==> src/rtl/conv_addr_seq.sv <==
// conv_addr_seq: address and strobe sequencer for the convolution core.
// For every output sample n it clears the accumulator, walks the valid k
// range issuing X[k] / Y[n-k] reads, lets the last product settle into the
// accumulator, then writes the sum to Z[n].
module conv_addr_seq #(
   parameter int ADDR_WIDTH = 5
) (
   input  logic                  clk,
   input  logic                  rst,
   input  logic                  start_i,
   input  logic [ADDR_WIDTH:0]   sizeX_i,
   input  logic [ADDR_WIDTH:0]   sizeY_i,
   output logic                  busy_o,
   output logic                  done_o,
   output logic                  memX_rd_o,
   output logic [ADDR_WIDTH-1:0] memX_addr_o,
   output logic                  memY_rd_o,
   output logic [ADDR_WIDTH-1:0] memY_addr_o,
   output logic                  acc_clr_o,
   output logic                  acc_en_o,
   output logic                  memZ_wr_o,
   output logic [ADDR_WIDTH:0]   memZ_addr_o
);

   localparam int AW = ADDR_WIDTH;

   localparam logic [2:0] IDLE  = 3'd0;
   localparam logic [2:0] CLEAR = 3'd1;
   localparam logic [2:0] READ  = 3'd2;
   localparam logic [2:0] DRAIN = 3'd3;
   localparam logic [2:0] WRITE = 3'd4;
   localparam logic [2:0] DONE  = 3'd5;

   logic [2:0]    state_q, state_nxt;
   logic [AW:0]   size_x_q, size_x_nxt;
   logic [AW:0]   size_y_q, size_y_nxt;
   logic [AW:0]   n_q, n_nxt;
   logic [AW-1:0] k_q, k_nxt;
   logic [AW-1:0] k_hi_q, k_hi_nxt;

   // k range bounds for the current n and the final-sample test
   logic          k_lo_pos;
   logic [AW-1:0] k_lo;
   logic [AW:0]   x_last;
   logic [AW-1:0] k_hi;
   logic          n_is_last;
   logic [AW-1:0] y_addr_nxt;

   // Range bounds: n-sizeY+1 is evaluated as a compare in AW+2 bits so a
   // negative lower bound clamps to 0 instead of wrapping.
   always_comb begin
      k_lo_pos  = ({1'b0, n_q} + (AW+2)'(1)) > {1'b0, size_y_q};
      k_lo      = k_lo_pos ? AW'(n_q - size_y_q + (AW+1)'(1)) : '0;
      x_last    = size_x_q - (AW+1)'(1);
      k_hi      = AW'((n_q < x_last) ? n_q : x_last);
      n_is_last = ({1'b0, n_q} ==
                   ({1'b0, size_x_q} + {1'b0, size_y_q} - (AW+2)'(2)));
   end

   // Next-state and counter logic for the sequencer FSM
   always_comb begin
      state_nxt  = state_q;
      size_x_nxt = size_x_q;
      size_y_nxt = size_y_q;
      n_nxt      = n_q;
      k_nxt      = k_q;
      k_hi_nxt   = k_hi_q;
      case (state_q)
         IDLE: begin
            if (start_i) begin
               size_x_nxt = sizeX_i;
               size_y_nxt = sizeY_i;
               n_nxt      = '0;
               if ((sizeX_i == '0) || (sizeY_i == '0)) begin
                  state_nxt = DONE;
               end else begin
                  state_nxt = CLEAR;
               end
            end
         end
         CLEAR: begin
            k_nxt     = k_lo;
            k_hi_nxt  = k_hi;
            state_nxt = READ;
         end
         READ: begin
            if (k_q == k_hi_q) begin
               state_nxt = DRAIN;
            end else begin
               k_nxt = k_q + AW'(1);
            end
         end
         DRAIN: begin
            state_nxt = WRITE;
         end
         WRITE: begin
            if (n_is_last) begin
               state_nxt = DONE;
            end else begin
               n_nxt     = n_q + (AW+1)'(1);
               state_nxt = CLEAR;
            end
         end
         DONE: begin
            state_nxt = IDLE;
         end
         default: begin
            state_nxt = IDLE;
         end
      endcase
      y_addr_nxt = AW'(n_nxt - {1'b0, k_nxt});
   end

   // FSM state, latched sizes and loop counters
   always_ff @(posedge clk or posedge rst) begin
      if (rst) begin
         state_q  <= IDLE;
         size_x_q <= '0;
         size_y_q <= '0;
         n_q      <= '0;
         k_q      <= '0;
         k_hi_q   <= '0;
      end else begin
         state_q  <= state_nxt;
         size_x_q <= size_x_nxt;
         size_y_q <= size_y_nxt;
         n_q      <= n_nxt;
         k_q      <= k_nxt;
         k_hi_q   <= k_hi_nxt;
      end
   end

   // Registered outputs: decoded from the state being entered so each strobe
   // lines up with its state; acc_en is the READ strobe delayed one cycle.
   always_ff @(posedge clk or posedge rst) begin
      if (rst) begin
         busy_o      <= 1'b0;
         done_o      <= 1'b0;
         memX_rd_o   <= 1'b0;
         memX_addr_o <= '0;
         memY_rd_o   <= 1'b0;
         memY_addr_o <= '0;
         acc_clr_o   <= 1'b0;
         acc_en_o    <= 1'b0;
         memZ_wr_o   <= 1'b0;
         memZ_addr_o <= '0;
      end else begin
         busy_o      <= (state_nxt != IDLE);
         done_o      <= (state_nxt == DONE);
         memX_rd_o   <= (state_nxt == READ);
         memX_addr_o <= (state_nxt == READ) ? k_nxt : '0;
         memY_rd_o   <= (state_nxt == READ);
         memY_addr_o <= (state_nxt == READ) ? y_addr_nxt : '0;
         acc_clr_o   <= (state_nxt == CLEAR);
         acc_en_o    <= (state_q == READ);
         memZ_wr_o   <= (state_nxt == WRITE);
         memZ_addr_o <= (state_nxt == WRITE) ? n_nxt : '0;
      end
   end

endmodule

==> config.mk <==
export PLATFORM = sky130hd
export DESIGN_NAME = conv_addr_seq
export DESIGN_NICKNAME = d
export VERILOG_FILES = /design/src/rtl/conv_addr_seq.sv
export SDC_FILE = /design/constraint.sdc
export NUM_CORES = 1
export LEC_CHECK = 0
export BUFFER_PORTS_ARGS = -buffer_cell sky130_fd_sc_hd__clkbuf_2
export CAP_MARGIN = 20
export CORE_ASPECT_RATIO = 0.8
export CORE_MARGIN = 2
export CORE_UTILIZATION = 59
export DETAILED_ROUTE_END_ITERATION = 6
export HOLD_SLACK_MARGIN = 0.05
export PLACE_DENSITY = 0.84
export SETUP_SLACK_MARGIN = 0.2
export SLEW_MARGIN = 40
export SYNTH_ARGS = -nofsm -noshare
export SYNTH_HDL_FRONTEND = slang
export SYNTH_SLANG_ARGS = --single-unit
==> constraint.sdc <==
create_clock -name clk -period 4.7 [get_ports clk]
set_input_delay 0.705 -clock clk [delete_from_list [all_inputs] [get_ports clk]]
set_output_delay 0.705 -clock clk [all_outputs]
set_load 0.01 [all_outputs]
==> results of run 1 <==
## logic make-up (layout without fill, tap and decap cells)
logic type / Yosys count / count (layout) / share of synthesized area, %
AOI/OAI and AO/OA: 69 / 69 / 13.9
xor gates and xnor gates: 26 / 26 / 6.89
adders and majority gates: 39 / 39 / 15.5
buffers and inverters: 46 / 86 / 5.38
DFF: 53 / 53 / 40.2
muxes: 3 / 3 / 0.909
and+or+nand+nor: 106 / 106 / 17.3
## final cells by class
cell class	instances	area, sq um
Multi-Input combinational cell	243	1820
Inverter	40	153
Clock buffer	6	72.6
Timing Repair Buffer	38	193
Sequential cell	53	1330
Tap cell	78	97.6
Fill cell	417	1750
Clock inverter	2	15.0
## report_power, final
group	internal, W	switching [W]	total, W	leakage (nW)
Clock	0.000105	0.000162	0.000267	0.0374
Sequential	0.000600	0.000105	0.000705	0.701
Combinational	0.000723	0.000987	0.00171	1.20
Total	0.00143	0.00125	0.00268	1.94
## per-stage QoR
stage	utilization [%]	setup WS, ps	hold WS (ps)	cells	total power [W]
finish	67.7	529	459	460	0.00268
global route	67.7	296	525	460	0.00292
CTS	67.4	340	487	460	0.00262
detailed placement	65.8	383	493	452	0.00236
global placement	65.7	619	495	452	0.00226
floorplan	-	820	468	342	0.00196
## metal layers
layer | vias to the layer above | part of all wire, %
li1 | 1254 | -
met3 | 14 | 4.5
met2 | 69 | 48
met5 | - | 0
met1 | 1214 | 46
met4 | 0 | 2.0
## path summary, 6_finish.rpt
kind	to	slack [ps]	from
worst max-delay path	memY_addr_o[4]$_DFF_PP0_	530	size_y_q[1]$_DFFE_PP0P_
worst min-delay path	size_y_q[5]$_DFFE_PP0P_	460	rst
worst max register to register	memY_addr_o[4]$_DFF_PP0_	530	size_y_q[1]$_DFFE_PP0P_
worst min register to register	k_hi_q[4]$_DFFE_PP0P_	520	k_hi_q[4]$_DFFE_PP0P_
max in group asynchronous	k_hi_q[1]$_DFFE_PP0P_	3810	rst
min in group clk	k_hi_q[4]$_DFFE_PP0P_	520	k_hi_q[4]$_DFFE_PP0P_
## cell usage after synthesis (4+ instances only)
master	count
inv_1	40
o21a_1	4
a21oi_1	15
xor2_1	9
nand2_1	30
o21ai_0	16
nand3_1	12
a22o_1	6
nor3b_1	5
nor3_1	4
and2_1	9
ha_1	36
and3_1	10
clkbuf_1	4
xnor2_1	17
dfrtp_1	53
o31ai_1	5
nor2_1	16
a21boi_0	4
a21o_1	7
## critical path, cell delays in order, from the launching register on
cell and delay, ps:
dfrtp_1 390, inv_1 100, ha_1 230, inv_1 60, ha_1 160, inv_1 60, fa_1 500, xor2_1 190
nand3_1 150, nor4_4 240, a31oi_2 190, mux2i_1 230, ha_1 180, inv_1 60, fa_1 430, a21o_1 200
a21oi_1 190, o21ai_0 180, a211oi_2 230, nor3b_2 70
## registers in the layout, summed over array words and instances (netlist names)
name	count
size_x_q	6
size_y_q	6
memY_addr_o	5
state_q	3
n_q	6
acc_clr_o	1
busy_o	1
acc_en_o	1
done_o	1
memZ_addr_o	6
memY_rd_o	1
memX_addr_o	5
k_hi_q	5
k_q	5
memZ_wr_o	1
## what timing repair did
item | in CTS | in global routing
gates resized for setup | 0 | 3
endpoints found under the hold margin | 0 | 0
endpoints found under the setup margin | 0 | 1
==> metrics.txt, run 1 <==
actual slew at the worst max-slew pin=641 ps; Final Hold Viols=0; final setup fails=0; largest net degree at the start of global routing=54; worst vdd ir=just over 0.6 mV; drt pass-1 iters=4; crit path DAT=4370 ps; reg2reg path depth=19; final cycle utilization of the critical path=88.7%; synth top area cells=dfrtp_1, ha_1, inv_1; clock skew=11.0 ps; Starting Density=around 61%; Final ANT Viol Nets=0; crit end category=register; Yosys cell types=46; vias per cell=5.55; max cap viols=0; DP HPWL=5.72 mm; Syn Inst Count=342; Die ar.=6220 sq um; startpoint types=register; clk_lat worst skew=320 ps; Die Span Y=70.9 microns; Leakage=~1.9 nW; Yosys warnings=0; syn_nets=approximately 400; CTS tree=done; port bufs=37; critical path class=register to register; post-synthesis register bit count=53; Clock Tree Buf Depth=2; clk root buf=clkbuf_8; CP required=4900 ps; Min Clock Period, post-route=4170 ps; CTS Buf Count=5; met2 Track Usage GR=between 40% and 50%; core footprint=5440 sq um; commonest non-fill, non-tap cells in the layout=dfrtp_1, inv_1, clkbuf_2; Rel. slew slack=57.3%; Antenna diodes=0; DR iter-0 viols=167; GPL Wtd Cong=0.884; H-tree lvl count=2; number of setup buffers added after CTS=0; post-synth top area cell=dfrtp_1; mean area per synthesized cell=9.66 sq um; I/O pin count=38; Fmax achieved=240 MHz; Post-Syn Area=3300 sq um; number of nets in the layout=435; routed vias=roughly 2600; Worst Hold Class=primary input to asynchronous set/reset pin; Total Neg Setup Slack=0 ps; Cell Area, Placed=~3600 sq um; Main synth FF type=dfrtp_1; first-pass GRT wire length=12.4 mm; sequential fraction of the synthesis area=40.2%; CP Max Fanout=6; Final Routed Wirelength=7.34 mm; TritonCTS Sinks=53; pwr/cell area=729 nW/um^2; final instance area=3680 sq um; WL/cell=16.0 microns; Slew Viols, Final=0; drc violations=0; Cell Rows=24; met3 GRT Util=4.78%; commonest non-fill, non-tap cell in the layout=dfrtp_1; EDFF count, synth=0; Die X=around 88 microns; status=complete, no violations; # hold bufs at CTS=0; Clock Pin Slew Worst Setup and Hold Paths=110 ps; GRT busiest layer=met2; met1 usage in global routing=36.0%; asr flop ratio synth=100%; layout cells sized above 1=14.7%; initial antenna violation count=0; share of the synthesized area in the top cell type=40.2%; gr usage total=between 20% and 30%; GRT overflow=0; vias in the first global route=2605; Area Overhead vs Synth=11.4%; RSZ-0062 raised after global routing=no
No activity file was read; power rests on OpenSTA's default activity.
==> run 2, diff against run 1 <==
CTS_BUF_LIST = sky130_fd_sc_hd__clkbuf_16   (was not set)
==> run 2 against run 1 <==
  * Combinational power about the same
  * Worst setup slack lost 66 ps
  * Via count is 1.3% higher
  * Highest routed layer unchanged
  * Critical endpoint unchanged
  * Largest cell class unchanged
==> metrics.txt, run 2 (synthesis results as in run 1) <==
status=complete, no violations (unchanged); Final Hold Viols=0 (unchanged); fillers=421 (was 417); actual slew at the worst max-slew pin=639 ps (was 641 ps); drc violations=0 (unchanged); TritonCTS Sinks=53 (unchanged); net switching power=0.00127 W (was 0.00125 W); Worst path max stage delay=500 ps (about the same); commonest non-fill, non-tap cells in the layout=dfrtp_1, inv_1, clkbuf_2 (unchanged); H-tree lvl count=2 (unchanged); # hold bufs at CTS=0 (unchanged); Die X=87.7 microns (unchanged); startpoint types=register (unchanged); crit path DAT=4450 ps (was 4370 ps); dpl cells=452 (unchanged); critical path class=register to register (unchanged); vias in the first global route=2679 (was 2605); DR iter-0 viols=161 (was 167); Cell Chain, Critical Path=inv_1 -> ha_1 -> inv_1 -> ha_1 -> inv_1 -> fa_1 -> xor2_1 -> nand3_1 -> nor4_4 -> a31oi_2 -> mux2i_1 -> ha_1 -> inv_1 -> fa_1 -> a21o_1 -> a21oi_1 -> o21ai_0 -> o211ai_1 -> nor3b_2 (was inv_1 -> ha_1 -> inv_1 -> ha_1 -> inv_1 -> fa_1 -> xor2_1 -> nand3_1 -> nor4_4 -> a31oi_2 -> mux2i_1 -> ha_1 -> inv_1 -> fa_1 -> a21o_1 -> a21oi_1 -> o21ai_0 -> a211oi_2 -> nor3b_2); core footprint=5440 sq um (unchanged); GPL Wtd Cong=0.884 (unchanged); routed vias=2583 (was 2551); Die Span Y=70.9 microns (unchanged); worst vdd ir=0.511 mV (was 0.606 mV); sw frac=45.4% (was 46.7%); final cycle utilization of the critical path=90.1% (was 88.7%); number of nets in the layout=435 (unchanged); crit end category=register (unchanged); final setup fails=0 (unchanged); non-filler cells, final=460 (unchanged); Starting Density=60.8% (unchanged); CTS Buf Count=5 (unchanged); clk root buf=clkbuf_16 (was clkbuf_8); Comb pwr share=61.6% (was 63.8%); Clock Tree Buf Depth=2 (unchanged); clk_lat worst skew=290 ps (was 320 ps); pwr/cell area=745 nW/um^2 (was 729 nW/um^2); DP HPWL=5.72 mm (unchanged); vias per cell=5.62 (was 5.55); CP Max Fanout=6 (unchanged); cell-internal power=0.00152 W (was 0.00143 W); Cell Rows=24 (unchanged); Clk pwr share=13.0% (was 10.0%); RSZ-0062 raised after global routing=no (unchanged); Min Clock Period, post-route=4240 ps (was 4170 ps); Antenna diodes=0 (unchanged); number of setup buffers added after CTS=0 (unchanged); Die ar.=6220 sq um (unchanged); Final ANT Viol Nets=0 (unchanged); Final Routed Wirelength=7.51 mm (was 7.34 mm); first-pass GRT wire length=12.7 mm (was 12.4 mm); Leakage=1.97 nW (was 1.94 nW); commonest non-fill, non-tap cell in the layout=dfrtp_1 (unchanged); Area Overhead vs Synth=13.1% (was 11.4%); cell mode on critical path=inv_1 (unchanged); Worst Hold Class=primary input to asynchronous set/reset pin (unchanged); largest net degree at the start of global routing=54 (unchanged); CP max-delay cell=fa_1 (unchanged); max cap viols=0 (unchanged); Final Power=0.00279 W (was 0.00268 W); clock skew=10.1 ps (was 11.0 ps); worst hold margin=488 ps (was 459 ps); GRT overflow=0 (unchanged); initial antenna violation count=0 (unchanged); Rel. slew slack=57.4% (was 57.3%); WL/cell=16.3 microns (was 16.0 microns); gr usage total=26.4% (was 26.2%); CTS tree=done (unchanged); I/O pin count=38 (unchanged); Slew Viols, Final=0 (unchanged); Total Neg Setup Slack=0 ps (unchanged); CP required=4910 ps (was 4900 ps); port bufs=37 (unchanged); Fmax achieved=236 MHz (was 240 MHz); drt pass-1 iters=4 (unchanged); sequential power share=25.4% (was 26.3%); layout cells sized above 1=14.7% (unchanged); Clock Pin Slew Worst Setup and Hold Paths=80 ps (was 110 ps)
==> run 2: what timing repair did <==
item	CTS	global route
setup endpoints to repair	0	1
hold endpoints to repair	0	0
gates resized for setup	0	3
==> run 2: area by class of cell <==
| type | count | area [sq um] | share of cell area, % |
|---|---|---|---|
| Multi-Input combinational cell | 243 | 1820 | 48.8 |
| Clock buffer | 5 | 125 | 3.35 |
| Clock inverter | 3 | 18.8 | 0.502 |
| Tap cell | 78 | 97.6 | 2.61 |
| Inverter | 40 | 153 | 4.08 |
| Sequential cell | 53 | 1330 | 35.5 |
| Timing Repair Buffer | 38 | 193 | 5.16 |
==> run 2: power groups by stage <==
| stage | Sequential [W] | Combinational [W] | Clock [W] |
|---|---|---|---|
| floorplan | 0.000707 | 0.00126 | 0 |
| global placement | 0.000709 | 0.00155 | 0 |
| detailed placement | 0.000714 | 0.00164 | 0 |
| CTS | 0.000705 | 0.00167 | 0.000366 |
| global route | 0.000724 | 0.00191 | 0.000383 |
| finish | 0.000707 | 0.00172 | 0.000363 |
==> run 2: worst paths after layout <==
check                                        start                  endpoint  slack, ps  depth (start not counted)
hold reg to reg              k_hi_q[4]$_DFFE_PP0P_     k_hi_q[4]$_DFFE_PP0P_        510                          2
max in group asynchronous                      rst        acc_en_o$_DFF_PP0_       3780                          2
setup / recovery           size_y_q[1]$_DFFE_PP0P_  memY_addr_o[4]$_DFF_PP0_        460                         19
hold / removal                                 rst   size_y_q[5]$_DFFE_PP0P_        490                          2
setup reg to reg           size_y_q[1]$_DFFE_PP0P_  memY_addr_o[4]$_DFF_PP0_        460                         19
min in group clk             k_hi_q[4]$_DFFE_PP0P_     k_hi_q[4]$_DFFE_PP0P_        510                          2
==> run 2: worst max-delay path: cells and delay by family, from the launching register on <==
kind | cells | cell delay [ps]
AO/OA/AOI/OAI | 5 | 960
multiplexers | 1 | 240
adder cells (fa/ha/maj) | 5 | 1510
AND/OR/NAND/NOR | 3 | 580
buffers and inverters | 4 | 280
XOR/XNOR | 1 | 190
flip-flops | 1 | 380
==> run 2: metrics by stage <==
step                      util (%)  worst slack (ps)  instance area (sq um)
after floorplan                  -               820                   3300
after global placement        65.7               619                   3570
after detailed placement      65.8               383                   3570
after CTS                     68.4               272                   3720
after global routing          68.8               238                   3740
final                         68.8               463                   3740
==> run 2: routing by layer <==
metal	GRT usage [%]	vias to the layer above	part of all wire, %	wire length, microns
li1	-	1254	-	-
met1	35.6	1234	44	3280
met2	44.1	85	49	3710
met3	5.13	10	6.0	452
met4	6.50	0	0.85	64
met5	0	-	0	0
